$ cat src/rtl/al_accel_pkg.sv
// Shared types and constants for the accelerator LUT readers.
package al_accel_pkg;

  localparam int AL_LUT_IDX_W   = 3;
  localparam int AL_LUT_ENTRIES = 8;
  localparam int AL_LUT_W       = 32;
  localparam int AL_WBITS_DEF   = 7;
  localparam int AL_ACC_W_DEF   = 32;

  typedef enum logic [1:0] {
    ST_IDLE,
    ST_RUN,
    ST_DONE
  } al_state_e;

endpackage

$ cat src/rtl/al_accel_lut_acc_if.sv
// Control, weight, LUT and result signals of the LUT reader/accumulator.
interface al_accel_lut_acc_if
  import al_accel_pkg::*;
#(
  parameter int WBITS = AL_WBITS_DEF,
  parameter int ACC_W = AL_ACC_W_DEF
);
  logic                       enb;
  logic                       start;
  logic                       acc_clr;
  logic [WBITS-1:0]           w_mag_0;
  logic [WBITS-1:0]           w_mag_1;
  logic [WBITS-1:0]           w_mag_2;
  logic signed [AL_LUT_W-1:0] lut_do_0;
  logic signed [AL_LUT_W-1:0] lut_do_1;
  logic signed [AL_LUT_W-1:0] lut_do_2;
  logic signed [AL_LUT_W-1:0] lut_do_3;
  logic signed [AL_LUT_W-1:0] lut_do_4;
  logic signed [AL_LUT_W-1:0] lut_do_5;
  logic signed [AL_LUT_W-1:0] lut_do_6;
  logic signed [AL_LUT_W-1:0] lut_do_7;
  logic                       busy;
  logic                       done;
  logic signed [ACC_W-1:0]    acc_out;

  modport master (
    output enb, start, acc_clr, w_mag_0, w_mag_1, w_mag_2,
    output lut_do_0, lut_do_1, lut_do_2, lut_do_3,
    output lut_do_4, lut_do_5, lut_do_6, lut_do_7,
    input  busy, done, acc_out
  );

  modport slave (
    input  enb, start, acc_clr, w_mag_0, w_mag_1, w_mag_2,
    input  lut_do_0, lut_do_1, lut_do_2, lut_do_3,
    input  lut_do_4, lut_do_5, lut_do_6, lut_do_7,
    output busy, done, acc_out
  );

endinterface

$ cat src/rtl/al_accel_lut_sel.sv
// Combinational 8:1 LUT entry selector, shared by the LUT readers.
module al_accel_lut_sel
  import al_accel_pkg::*;
(
  input  logic signed [AL_LUT_W-1:0]     lut_i [AL_LUT_ENTRIES],
  input  logic        [AL_LUT_IDX_W-1:0] idx_i,
  output logic signed [AL_LUT_W-1:0]     entry_o
);

  assign entry_o = lut_i[idx_i];

endmodule

$ cat src/rtl/al_accel_lut_acc.sv
// Bit-serial LUT reader and shift-add accumulator.
// Optional zero-skip early termination: AL_ACCEL_LUT_ACC_ZSKIP_EN.
module al_accel_lut_acc
  import al_accel_pkg::*;
#(
  parameter int WBITS = AL_WBITS_DEF,
  parameter int ACC_W = AL_ACC_W_DEF
)(
  input logic               clk,
  input logic               resetn,
  al_accel_lut_acc_if.slave bus
);

  localparam int BC_W = (WBITS > 1) ? $clog2(WBITS) : 1;

  al_state_e               state_q, state_d;
  logic [BC_W-1:0]         bit_cnt_q, bit_cnt_d;
  logic [WBITS-1:0]        wq0_q, wq0_d;
  logic [WBITS-1:0]        wq1_q, wq1_d;
  logic [WBITS-1:0]        wq2_q, wq2_d;
  logic signed [ACC_W-1:0] acc_q, acc_d;

  logic signed [AL_LUT_W-1:0] lut [AL_LUT_ENTRIES];
  logic [AL_LUT_IDX_W-1:0]    idx;
  logic signed [AL_LUT_W-1:0] entry;
  logic signed [ACC_W-1:0]    entry_ext;
  logic signed [ACC_W-1:0]    addend;
  logic                       last_bit;

  assign lut[0] = bus.lut_do_0;
  assign lut[1] = bus.lut_do_1;
  assign lut[2] = bus.lut_do_2;
  assign lut[3] = bus.lut_do_3;
  assign lut[4] = bus.lut_do_4;
  assign lut[5] = bus.lut_do_5;
  assign lut[6] = bus.lut_do_6;
  assign lut[7] = bus.lut_do_7;

  assign idx = {wq2_q[bit_cnt_q], wq1_q[bit_cnt_q], wq0_q[bit_cnt_q]};

  al_accel_lut_sel u_sel (
    .lut_i   (lut),
    .idx_i   (idx),
    .entry_o (entry)
  );

  // Sign-extend to the accumulator width before shifting; high bits fall off.
  assign entry_ext = ACC_W'(entry);
  assign addend    = entry_ext <<< bit_cnt_q;
  assign last_bit  = (bit_cnt_q == BC_W'(WBITS - 1));

`ifdef AL_ACCEL_LUT_ACC_ZSKIP_EN
  logic [WBITS-1:0] wor_bits;
  logic [WBITS-1:0] mask_here;
  logic [WBITS-1:0] mask_next;
  logic             rem_here;
  logic             rem_next;

  // rem_next lets RUN leave right after the highest set bit instead of
  // spending one more cycle discovering the remaining bits are zero.
  always_comb begin
    wor_bits  = wq0_q | wq1_q | wq2_q;
    mask_here = '1;
    mask_here = mask_here << bit_cnt_q;
    mask_next = mask_here << 1;
    rem_here  = |(wor_bits & mask_here);
    rem_next  = |(wor_bits & mask_next);
  end
`endif

  always_comb begin
    state_d   = state_q;
    bit_cnt_d = bit_cnt_q;
    wq0_d     = wq0_q;
    wq1_d     = wq1_q;
    wq2_d     = wq2_q;
    acc_d     = acc_q;
    if (bus.enb) begin
      unique case (state_q)
        ST_IDLE: begin
          if (bus.start) begin
            state_d   = ST_RUN;
            bit_cnt_d = '0;
            wq0_d     = bus.w_mag_0;
            wq1_d     = bus.w_mag_1;
            wq2_d     = bus.w_mag_2;
            if (bus.acc_clr) acc_d = '0;
          end
        end
        ST_RUN: begin
`ifdef AL_ACCEL_LUT_ACC_ZSKIP_EN
          if (!rem_here) begin
            state_d = ST_DONE;
          end else begin
            acc_d     = acc_q + addend;
            bit_cnt_d = bit_cnt_q + 1'b1;
            if (last_bit || !rem_next) state_d = ST_DONE;
          end
`else
          acc_d     = acc_q + addend;
          bit_cnt_d = bit_cnt_q + 1'b1;
          if (last_bit) state_d = ST_DONE;
`endif
        end
        ST_DONE: state_d = ST_IDLE;
        default: state_d = ST_IDLE;
      endcase
    end
  end

  always_ff @(posedge clk or negedge resetn) begin
    if (!resetn) begin
      state_q   <= ST_IDLE;
      bit_cnt_q <= '0;
      wq0_q     <= '0;
      wq1_q     <= '0;
      wq2_q     <= '0;
      acc_q     <= '0;
    end else begin
      state_q   <= state_d;
      bit_cnt_q <= bit_cnt_d;
      wq0_q     <= wq0_d;
      wq1_q     <= wq1_d;
      wq2_q     <= wq2_d;
      acc_q     <= acc_d;
    end
  end

  assign bus.busy    = (state_q == ST_RUN);
  assign bus.done    = (state_q == ST_DONE);
  assign bus.acc_out = acc_q;

endmodule

$ cat src/flat_wrapper.sv
// flat-port wrapper written by rule: the top's interface ports become plain ports
module al_accel_lut_acc_flat import al_accel_pkg::*;
#(
  parameter int WBITS = AL_WBITS_DEF,
  parameter int ACC_W = AL_ACC_W_DEF
)
  (clk, resetn, bus_enb, bus_start, bus_acc_clr, bus_w_mag_0, bus_w_mag_1, bus_w_mag_2, bus_lut_do_0, bus_lut_do_1, bus_lut_do_2, bus_lut_do_3, bus_lut_do_4, bus_lut_do_5, bus_lut_do_6, bus_lut_do_7, bus_busy, bus_done, bus_acc_out);
  al_accel_lut_acc_if #(.WBITS(WBITS), .ACC_W(ACC_W)) bus_i ();
  input logic clk;
  input logic resetn;
  input wire logic [$bits(bus_i.enb)-1:0] bus_enb;
  input wire logic [$bits(bus_i.start)-1:0] bus_start;
  input wire logic [$bits(bus_i.acc_clr)-1:0] bus_acc_clr;
  input wire logic [$bits(bus_i.w_mag_0)-1:0] bus_w_mag_0;
  input wire logic [$bits(bus_i.w_mag_1)-1:0] bus_w_mag_1;
  input wire logic [$bits(bus_i.w_mag_2)-1:0] bus_w_mag_2;
  input wire logic [$bits(bus_i.lut_do_0)-1:0] bus_lut_do_0;
  input wire logic [$bits(bus_i.lut_do_1)-1:0] bus_lut_do_1;
  input wire logic [$bits(bus_i.lut_do_2)-1:0] bus_lut_do_2;
  input wire logic [$bits(bus_i.lut_do_3)-1:0] bus_lut_do_3;
  input wire logic [$bits(bus_i.lut_do_4)-1:0] bus_lut_do_4;
  input wire logic [$bits(bus_i.lut_do_5)-1:0] bus_lut_do_5;
  input wire logic [$bits(bus_i.lut_do_6)-1:0] bus_lut_do_6;
  input wire logic [$bits(bus_i.lut_do_7)-1:0] bus_lut_do_7;
  output wire logic [$bits(bus_i.busy)-1:0] bus_busy;
  output wire logic [$bits(bus_i.done)-1:0] bus_done;
  output wire logic [$bits(bus_i.acc_out)-1:0] bus_acc_out;
  assign bus_i.enb = bus_enb;
  assign bus_i.start = bus_start;
  assign bus_i.acc_clr = bus_acc_clr;
  assign bus_i.w_mag_0 = bus_w_mag_0;
  assign bus_i.w_mag_1 = bus_w_mag_1;
  assign bus_i.w_mag_2 = bus_w_mag_2;
  assign bus_i.lut_do_0 = bus_lut_do_0;
  assign bus_i.lut_do_1 = bus_lut_do_1;
  assign bus_i.lut_do_2 = bus_lut_do_2;
  assign bus_i.lut_do_3 = bus_lut_do_3;
  assign bus_i.lut_do_4 = bus_lut_do_4;
  assign bus_i.lut_do_5 = bus_lut_do_5;
  assign bus_i.lut_do_6 = bus_lut_do_6;
  assign bus_i.lut_do_7 = bus_lut_do_7;
  assign bus_busy = bus_i.busy;
  assign bus_done = bus_i.done;
  assign bus_acc_out = bus_i.acc_out;
  al_accel_lut_acc #(.WBITS(WBITS), .ACC_W(ACC_W)) u_core (.clk(clk), .resetn(resetn), .bus(bus_i));
endmodule
$ cat config.mk
export PLATFORM = sky130hd
export DESIGN_NAME = al_accel_lut_acc_flat
export DESIGN_NICKNAME = d
export VERILOG_FILES = /design/src/rtl/al_accel_pkg.sv /design/src/rtl/al_accel_lut_acc_if.sv /design/src/rtl/al_accel_lut_sel.sv /design/src/rtl/al_accel_lut_acc.sv /design/src/flat_wrapper.sv
export SDC_FILE = /design/constraint.sdc
export NUM_CORES = 1
export LEC_CHECK = 0
export ABC_AREA = 0
export BUFFER_PORTS_ARGS = -buffer_cell sky130_fd_sc_hd__buf_2
export CORE_MARGIN = 4
export CORE_UTILIZATION = 45
export DETAILED_ROUTE_END_ITERATION = 7
export PLACE_DENSITY_LB_ADDON = 0.2
export REMOVE_ABC_BUFFERS = 1
export SKIP_LAST_GASP = 1
export SLEW_MARGIN = 20
export SYNTH_ARGS = -nofsm -noshare
export SYNTH_HDL_FRONTEND = slang
export SYNTH_HIERARCHICAL = 1
export SYNTH_SLANG_ARGS = --single-unit
$ cat constraint.sdc
create_clock -name clk -period 5.7 [get_ports clk]
set_input_delay 0 -clock clk [delete_from_list [all_inputs] [get_ports clk]]
set_output_delay 0 -clock clk [all_outputs]
set_load 0.05 [all_outputs]
==> results by group, run 1 <==
Critical path
  – CP endpoint kind: register
  – Worst r2r src: u_core/bit_cnt_q[0]
  – R2R setup slack: 280 ps
  – Worst endpoint required time: 5970 ps
  – Worst reg2reg path depth: 17
  – CP max FO: 37
  – WP data arrival: 5700 ps
  – Crit path kind: reg -> reg
  – Critical path startpoint category: register
  – Reg2reg end: u_core/bus.acc_out[31]

Final layout
  – Nets: 1,298
  – Proportion of layout cells with a drive suffix above 1: 0.476
  – Filler cells: 1,360
  – P&R area growth vs syn: 32.1%

Yosys
  – Yosys Warn Count: 6
  – Distinct cells, synth: 53
  – Register area share after synthesis: 0.203
  – EDFF count, synth: 0
  – Syn avg cell area: 10.7 sq um
  – Dominant synthesized flop cell: dfrtp_1
  – Mapped Area: 7140 sq um
  – #FFs+latches synth: 58
  – Cells after Synth: 669
  – Async SR Flop Fraction: 1.00

Timing
  – F_max: 184 MHz
  – Final TNS setup: 0 ps
  – Slew Viols, Final: 0
  – Worst-margin pin slew: 1140 ps
  – Max_slew headroom: 0.241
  – Final setup vio count: 0
  – Tcrit/Tclk final: 0.951
  – Fin Hold WS: 112 ps
  – Layout Skew: 8.87 ps
  – RSZ-0062 raised after global routing: false
  – Final WS setup: 280 ps
  – Final hold viol count: 0
  – Tmin final: 5420 ps

GRT
  – Antenna violations before repair: 5
  – Grt ovf: 0
  – Vias in the first global route: 7,167
  – First-pass GRT wire length: 38,400 um
  – Total GRT Usage: 0.274
  – Largest net degree at the start of global routing: 59

Floorplan
  – Die Wd: 134 um
  – Core Area: 15,400 sq um
  – I/O Pins: 316
  – Die Ht: 134 um
  – Cell row count: 45
  – Die ar.: 17,900 sq um
  – Starting Density: 0.464

CTS
  – Inserted Clock Buffers: 9
  – CTS tree: built
  – CTS Root Cell: clkbuf_16
  – H-tree depth: 3
  – Worst skew pair latency: 350 ps
  – Reg clk slew, reported paths: 60 ps
  – Post CTS Setup Buffer Count: 0
  – Clk buf depth: 2
  – CTS Sinks: 58

Routing
  – Routed len/inst: 20.9 um
  – Vias per inst: 5.87
  – Initial DRC count: 495
  – Vias after detailed routing: 7,049
  – Pre-Repair DR Iteration Count: 5
  – Final WL: 25,100 um
  – Final ANT Viol Nets: 0
  – DRC Markers: 0

Worst hold path
  – Hold path depth: 4
  – Hold Crit Class: in -> reg
  – Hold path startpoint: bus_start
  – Worst min-delay path endpoint: u_core/state_q[0]

Place
  – Detailed-placement wirelength estimate: 20,600 um
  – RePlAce Congestion: 0.942
  – PortBufs: 315
  – Place WS: 310 ps

Status
  – Status: complete, no violations

Job
  – Max-cap violations: 0
cells by family (layout without fill, tap and decap cells):
group | after synthesis | in the layout | share of synthesized area
buffers and inverters | 67 | 385 | 0.0440
other | 0 | 3 | 0
multiplexers | 177 | 177 | 0.426
adder cells (fa/ha/maj) | 34 | 34 | 0.0606
AND/OR/NAND/NOR | 144 | 144 | 0.0885
AO/OA/AOI/OAI | 164 | 164 | 0.147
XOR/XNOR | 25 | 25 | 0.0307
flip-flops | 58 | 58 | 0.203
repair_timing:
action,in CTS,in global routing
endpoints found under the setup margin,0,0
hold buffers,23,0
resized for setup,0,0
endpoints found under the hold margin,81,0
synth_stat cells, types with 6 or more instances:
master	count	area [sq um]
a21o_1	23	173
ha_1	33	413
buf_6	7	78.8
nand3_1	12	60.1
dfrtp_1	58	1450
and3_1	7	43.8
buf_2	8	40.0
nand2_1	63	236
xor2_1	12	105
a31oi_1	9	56.3
nor3_1	6	30.0
mux2i_1	18	180
mux4_1	40	1050
o21ai_1	12	60.1
a21oi_1	35	175
inv_1	15	56.3
xnor2_1	13	114
o21ai_0	37	185
mux4_2	42	946
mux2_2	76	856
buf_1	11	41.3
nor2_1	37	139
clkbuf_1	25	93.8
worst max-delay path, stage by stage, from the launching register on:
cell and delay, ps:
dfrtp_2 490, mux4_2 360, nor2_1 60, a21oi_4 240
buf_12 290, mux4_1 590, mux2_2 320, mux2_2 310
mux4_2 460, ha_1 370, a21o_1 210, a21o_1 180
a211o_1 330, o31ai_4 310, a21oi_1 120, or3_1 350
a211o_1 260, o21ai_1 70
how the worst max path moves through the flow:
stage	startpoint	to
after floorplan	u_core/bit_cnt_q[1]	u_core/bus.acc_out[31]
final	u_core/bit_cnt_q[0]	u_core/bus.acc_out[31]
after global routing	u_core/bit_cnt_q[1]	u_core/bus.acc_out[25]
after detailed placement	u_core/bit_cnt_q[0]	u_core/bus.acc_out[31]
after global placement	u_core/bit_cnt_q[0]	u_core/bus.acc_out[31]
after CTS	u_core/bit_cnt_q[0]	u_core/bus.acc_out[31]
through the flow:
step,instances,util,instance area (sq um)
after global placement,1159,0.578,8890
after global routing,1201,0.614,9430
final,1201,0.614,9430
after floorplan,618,-,6890
after detailed placement,1159,0.578,8890
after CTS,1198,0.613,9420
per-layer routing:
layer,vias up,share of wire,track usage
li1,3278,-,-
met4,4,0.021,0.0789
met3,39,0.078,0.0671
met1,3422,0.39,0.328
met2,306,0.51,0.488
met5,-,0.00084,0
layout by cell type (no fill, tap or decap), types with 32 or more instances in the layout:
master   instances
nand2_1         63
mux2_2          76
dfrtp_1         56
buf_2          315
mux4_1          40
a21oi_1         32
nor2_1          37
o21ai_0         37
ha_1            33
mux4_2          42
layout make-up:
class                           instances  area, sq um  share of cell area
Antenna cell                            3         7.51            0.000796
Clock buffer                           10          239              0.0253
Clock inverter                          6         66.3             0.00703
Inverter                               16         60.1             0.00637
Multi-Input combinational cell        544         5410               0.573
Sequential cell                        58         1450               0.154
Tap cell                              211          264              0.0280
Timing Repair Buffer                  353         1930               0.205
state kept, by name, summed over array words and instances (netlist names):
register            cells
u_core/wq0_q            7
u_core/state_q          2
u_core/bus.acc_out     32
u_core/wq2_q            7
u_core/wq1_q            7
u_core/bit_cnt_q        3
Power of run 1 is left out: the tool's default activity adds up to more than one toggle a clock period on the data nets, which glitch-free logic cannot reach.
==> inputs of run 2 (changes only) <==
--- a/config.mk
+++ b/config.mk
@@ -8,7 +8,8 @@
 export ABC_AREA = 0
 export BUFFER_PORTS_ARGS = -buffer_cell sky130_fd_sc_hd__buf_2
 export CORE_MARGIN = 4
-export CORE_UTILIZATION = 45
+export CORE_UTILIZATION = 44
+export CTS_CLUSTER_DIAMETER = 30
 export DETAILED_ROUTE_END_ITERATION = 7
 export PLACE_DENSITY_LB_ADDON = 0.2
 export REMOVE_ABC_BUFFERS = 1
@@ -16,5 +17,4 @@
 export SLEW_MARGIN = 20
 export SYNTH_ARGS = -nofsm -noshare
 export SYNTH_HDL_FRONTEND = slang
-export SYNTH_HIERARCHICAL = 1
 export SYNTH_SLANG_ARGS = --single-unit
==> run 2 against run 1 <==
  * Via count increased by 8.8%
  * Setup slack improved by 110 ps
  * Area after synthesis is 0.47% lower
  * Worst hold slack improved by 200 ps
  * Critical path type unchanged
  * Die area up 1.7%
==> results by group, run 2 <==
Status
  – Status: complete, no violations

Routing
  – Routed len/inst: 16.8 um
  – Final WL: 23,600 um
  – DRC Markers: 0
  – Vias after detailed routing: 7,666
  – Final ANT Viol Nets: 0
  – Initial DRC count: 369
  – Vias per inst: 5.45
  – Pre-Repair DR Iteration Count: 6

Yosys
  – Synth area leaders: dfrtp_1 20%, mux2i_1 15%, nand2_1 8.0%
  – Async SR Flop Fraction: 1.00
  – Count leader, synth: nand2_1
  – Register area share after synthesis: 0.204
  – Cells after Synth: 880
  – Yosys top cell area share: 0.204
  – Syn avg cell area: 8.07 sq um
  – EDFF count, synth: 0
  – Distinct cells, synth: 53
  – Yosys Warn Count: 0
  – Synth area leader: dfrtp_1
  – Dominant synthesized flop cell: dfrtp_1
  – Most frequent cells after synthesis: 152 x nand2_1, 109 x mux2i_1, 58 x a21oi_1, 58 x dfrtp_1, 55 x a211oi_1
  – Mapped Area: 7110 sq um
  – #FFs+latches synth: 58

Timing
  – Fin Hold WS: 308 ps
  – Final setup vio count: 0
  – Slew Viols, Final: 0
  – Tcrit/Tclk final: 0.931
  – RSZ-0062 raised after global routing: true
  – Final hold viol count: 0
  – Tmin final: 5310 ps
  – F_max: 188 MHz
  – Final TNS setup: 0 ps
  – Worst-margin pin slew: 1030 ps
  – Max_slew headroom: 0.312
  – Layout Skew: 10.2 ps

Floorplan
  – Core Area: 15,800 sq um
  – Die Ht: 135 um
  – Cell row count: 46
  – Die ar.: 18,200 sq um
  – Die Wd: 135 um
  – I/O Pins: 316
  – Starting Density: 0.449

Critical path
  – Cells along the critical path: buf_4 > nand2b_2 > mux4_4 > buf_4 > a211oi_1 > a311oi_1 > a21oi_1 > mux2i_1 > mux2i_1 > mux2i_1 > ha_1 > a21o_1 > a21oi_1 > o21ai_0 > nand2_1 > nand3_1 > a221o_1 > a31oi_1 > xnor2_1 > nand3_1 > o311ai_2
  – Reg2reg end: u_core.bus.acc_out[31]
  – CP endpoint kind: register
  – Crit path kind: reg -> reg
  – WP data arrival: 5530 ps
  – Critical path's top delay family: compound AO/OA/AOI/OAI gates
  – Worst path slowest cell: mux4_4
  – CP max stage delay: 750 ps
  – R2R setup slack: 390 ps
  – Critical path startpoint category: register
  – Worst reg2reg path depth: 21
  – WP buf/inv: 2
  – Worst r2r src: u_core.bit_cnt_q[1]
  – Worst endpoint required time: 5920 ps
  – Top cell by count, worst path: mux2i_1
  – CP max FO: 12

CTS
  – CTS Sinks: 58
  – Inserted Clock Buffers: 9
  – Reg clk slew, reported paths: 60 ps
  – Clk buf depth: 2
  – Worst skew pair latency: 330 ps
  – CTS tree: built
  – CTS Root Cell: clkbuf_16
  – H-tree depth: 3

Final layout
  – Max reg flops: 32
  – Antenna diodes: 0
  – P&R area growth vs syn: 33.6%
  – Nets: 1,509
  – Commonest non-fill, non-tap cell in the layout: buf_2
  – Design area: 9490 sq um
  – Proportion of layout cells with a drive suffix above 1: 0.338
  – Most frequent cells in the layout: 315 x buf_2, 152 x nand2_1, 106 x mux2i_1, 57 x a21oi_1, 56 x dfrtp_1
  – Fin util: 0.600

GRT
  – Antenna violations before repair: 0
  – Largest net degree at the start of global routing: 82
  – First-pass GRT wire length: 35,800 um
  – Grt ovf: 0
  – Total GRT Usage: 0.239
  – Vias in the first global route: 7,351

Job
  – Max-cap violations: 0

Place
  – Detailed-placement wirelength estimate: 17,400 um
  – Cell Area, Placed: 8850 sq um
  – PortBufs: 315
  – RePlAce Congestion: 0.891

Worst hold path
  – Hold Crit Class: in -> reg
  – Hold path startpoint: bus_start
  – Worst min-delay path endpoint: u_core.bit_cnt_q[2]
  – Hold path depth: 4
run 2: cell count changes after synthesis, moves of 24 or more:
cell      previous run  this run
mux4_1              40         0
mux2_2              76        22
a211oi_1             5        55
clkbuf_1            25        51
a311oi_1             0        24
mux4_2              42         9
nand2_1             63       152
and2_1               3        38
mux2i_1             18       109
run 2: metrics by stage:
stage | cells | worst slack, ps
2_1_floorplan | 811 | -886
3_3_place_gp | 1363 | 358
3_5_place_dp | 1363 | 335
4_1_cts | 1402 | 310
5_1_grt | 1407 | -21.1
6_report | 1407 | 391
run 2: kinds of logic (layout without fill, tap and decap cells):
| group | count (synthesis) | count (layout) | share of synthesized area |
|---|---|---|---|
| multiplexers | 143 | 146 | 0.222 |
| flip-flops | 58 | 58 | 0.204 |
| XOR/XNOR | 29 | 29 | 0.0357 |
| AO/OA/AOI/OAI | 256 | 256 | 0.237 |
| AND/OR/NAND/NOR | 271 | 271 | 0.177 |
| buffers and inverters | 82 | 390 | 0.0507 |
| adder cells (fa/ha/maj) | 41 | 41 | 0.0733 |
run 2: timing repair:
item / in CTS / in global routing
hold endpoints to repair: 80 / 0
setup buffers: 0 / 2
gates resized for setup: 0 / 7
endpoints found under the setup margin: 0 / 2
hold buffers: 23 / 0
run 2: layout make-up:
class                           count  area, sq um
Clock buffer                       10          239
Clock inverter                      6         66.3
Fill cell                        1462         6340
Inverter                           13         48.8
Multi-Input combinational cell    743         5400
Sequential cell                    58         1450
Tap cell                          216          270
Timing Repair Buffer              361         2020
run 2: how the worst max path moves through the flow:
stage,depth (start not counted),from,end
global placement,21,u_core.bit_cnt_q[1],u_core.bus.acc_out[31]
floorplan,19,u_core.bit_cnt_q[1],u_core.bus.acc_out[31]
detailed placement,20,u_core.bit_cnt_q[1],u_core.bus.acc_out[31]
CTS,21,u_core.bit_cnt_q[1],u_core.bus.acc_out[31]
finish,21,u_core.bit_cnt_q[1],u_core.bus.acc_out[31]
global route,21,u_core.bit_cnt_q[1],u_core.bus.acc_out[31]
run 2: worst min-delay path: stages:
cell     delay [ps]
buf_2           100
nor4b_2         150
buf_4           220
nor2_1          120
run 2: metal layers:
metal,track usage,vias to the layer above,share of wire
li1,-,3879,-
met1,0.300,3522,0.42
met2,0.433,241,0.50
met3,0.0440,24,0.074
met4,0.0420,0,0.012
met5,0,-,0
Power of run 2 is left out for the same reason.
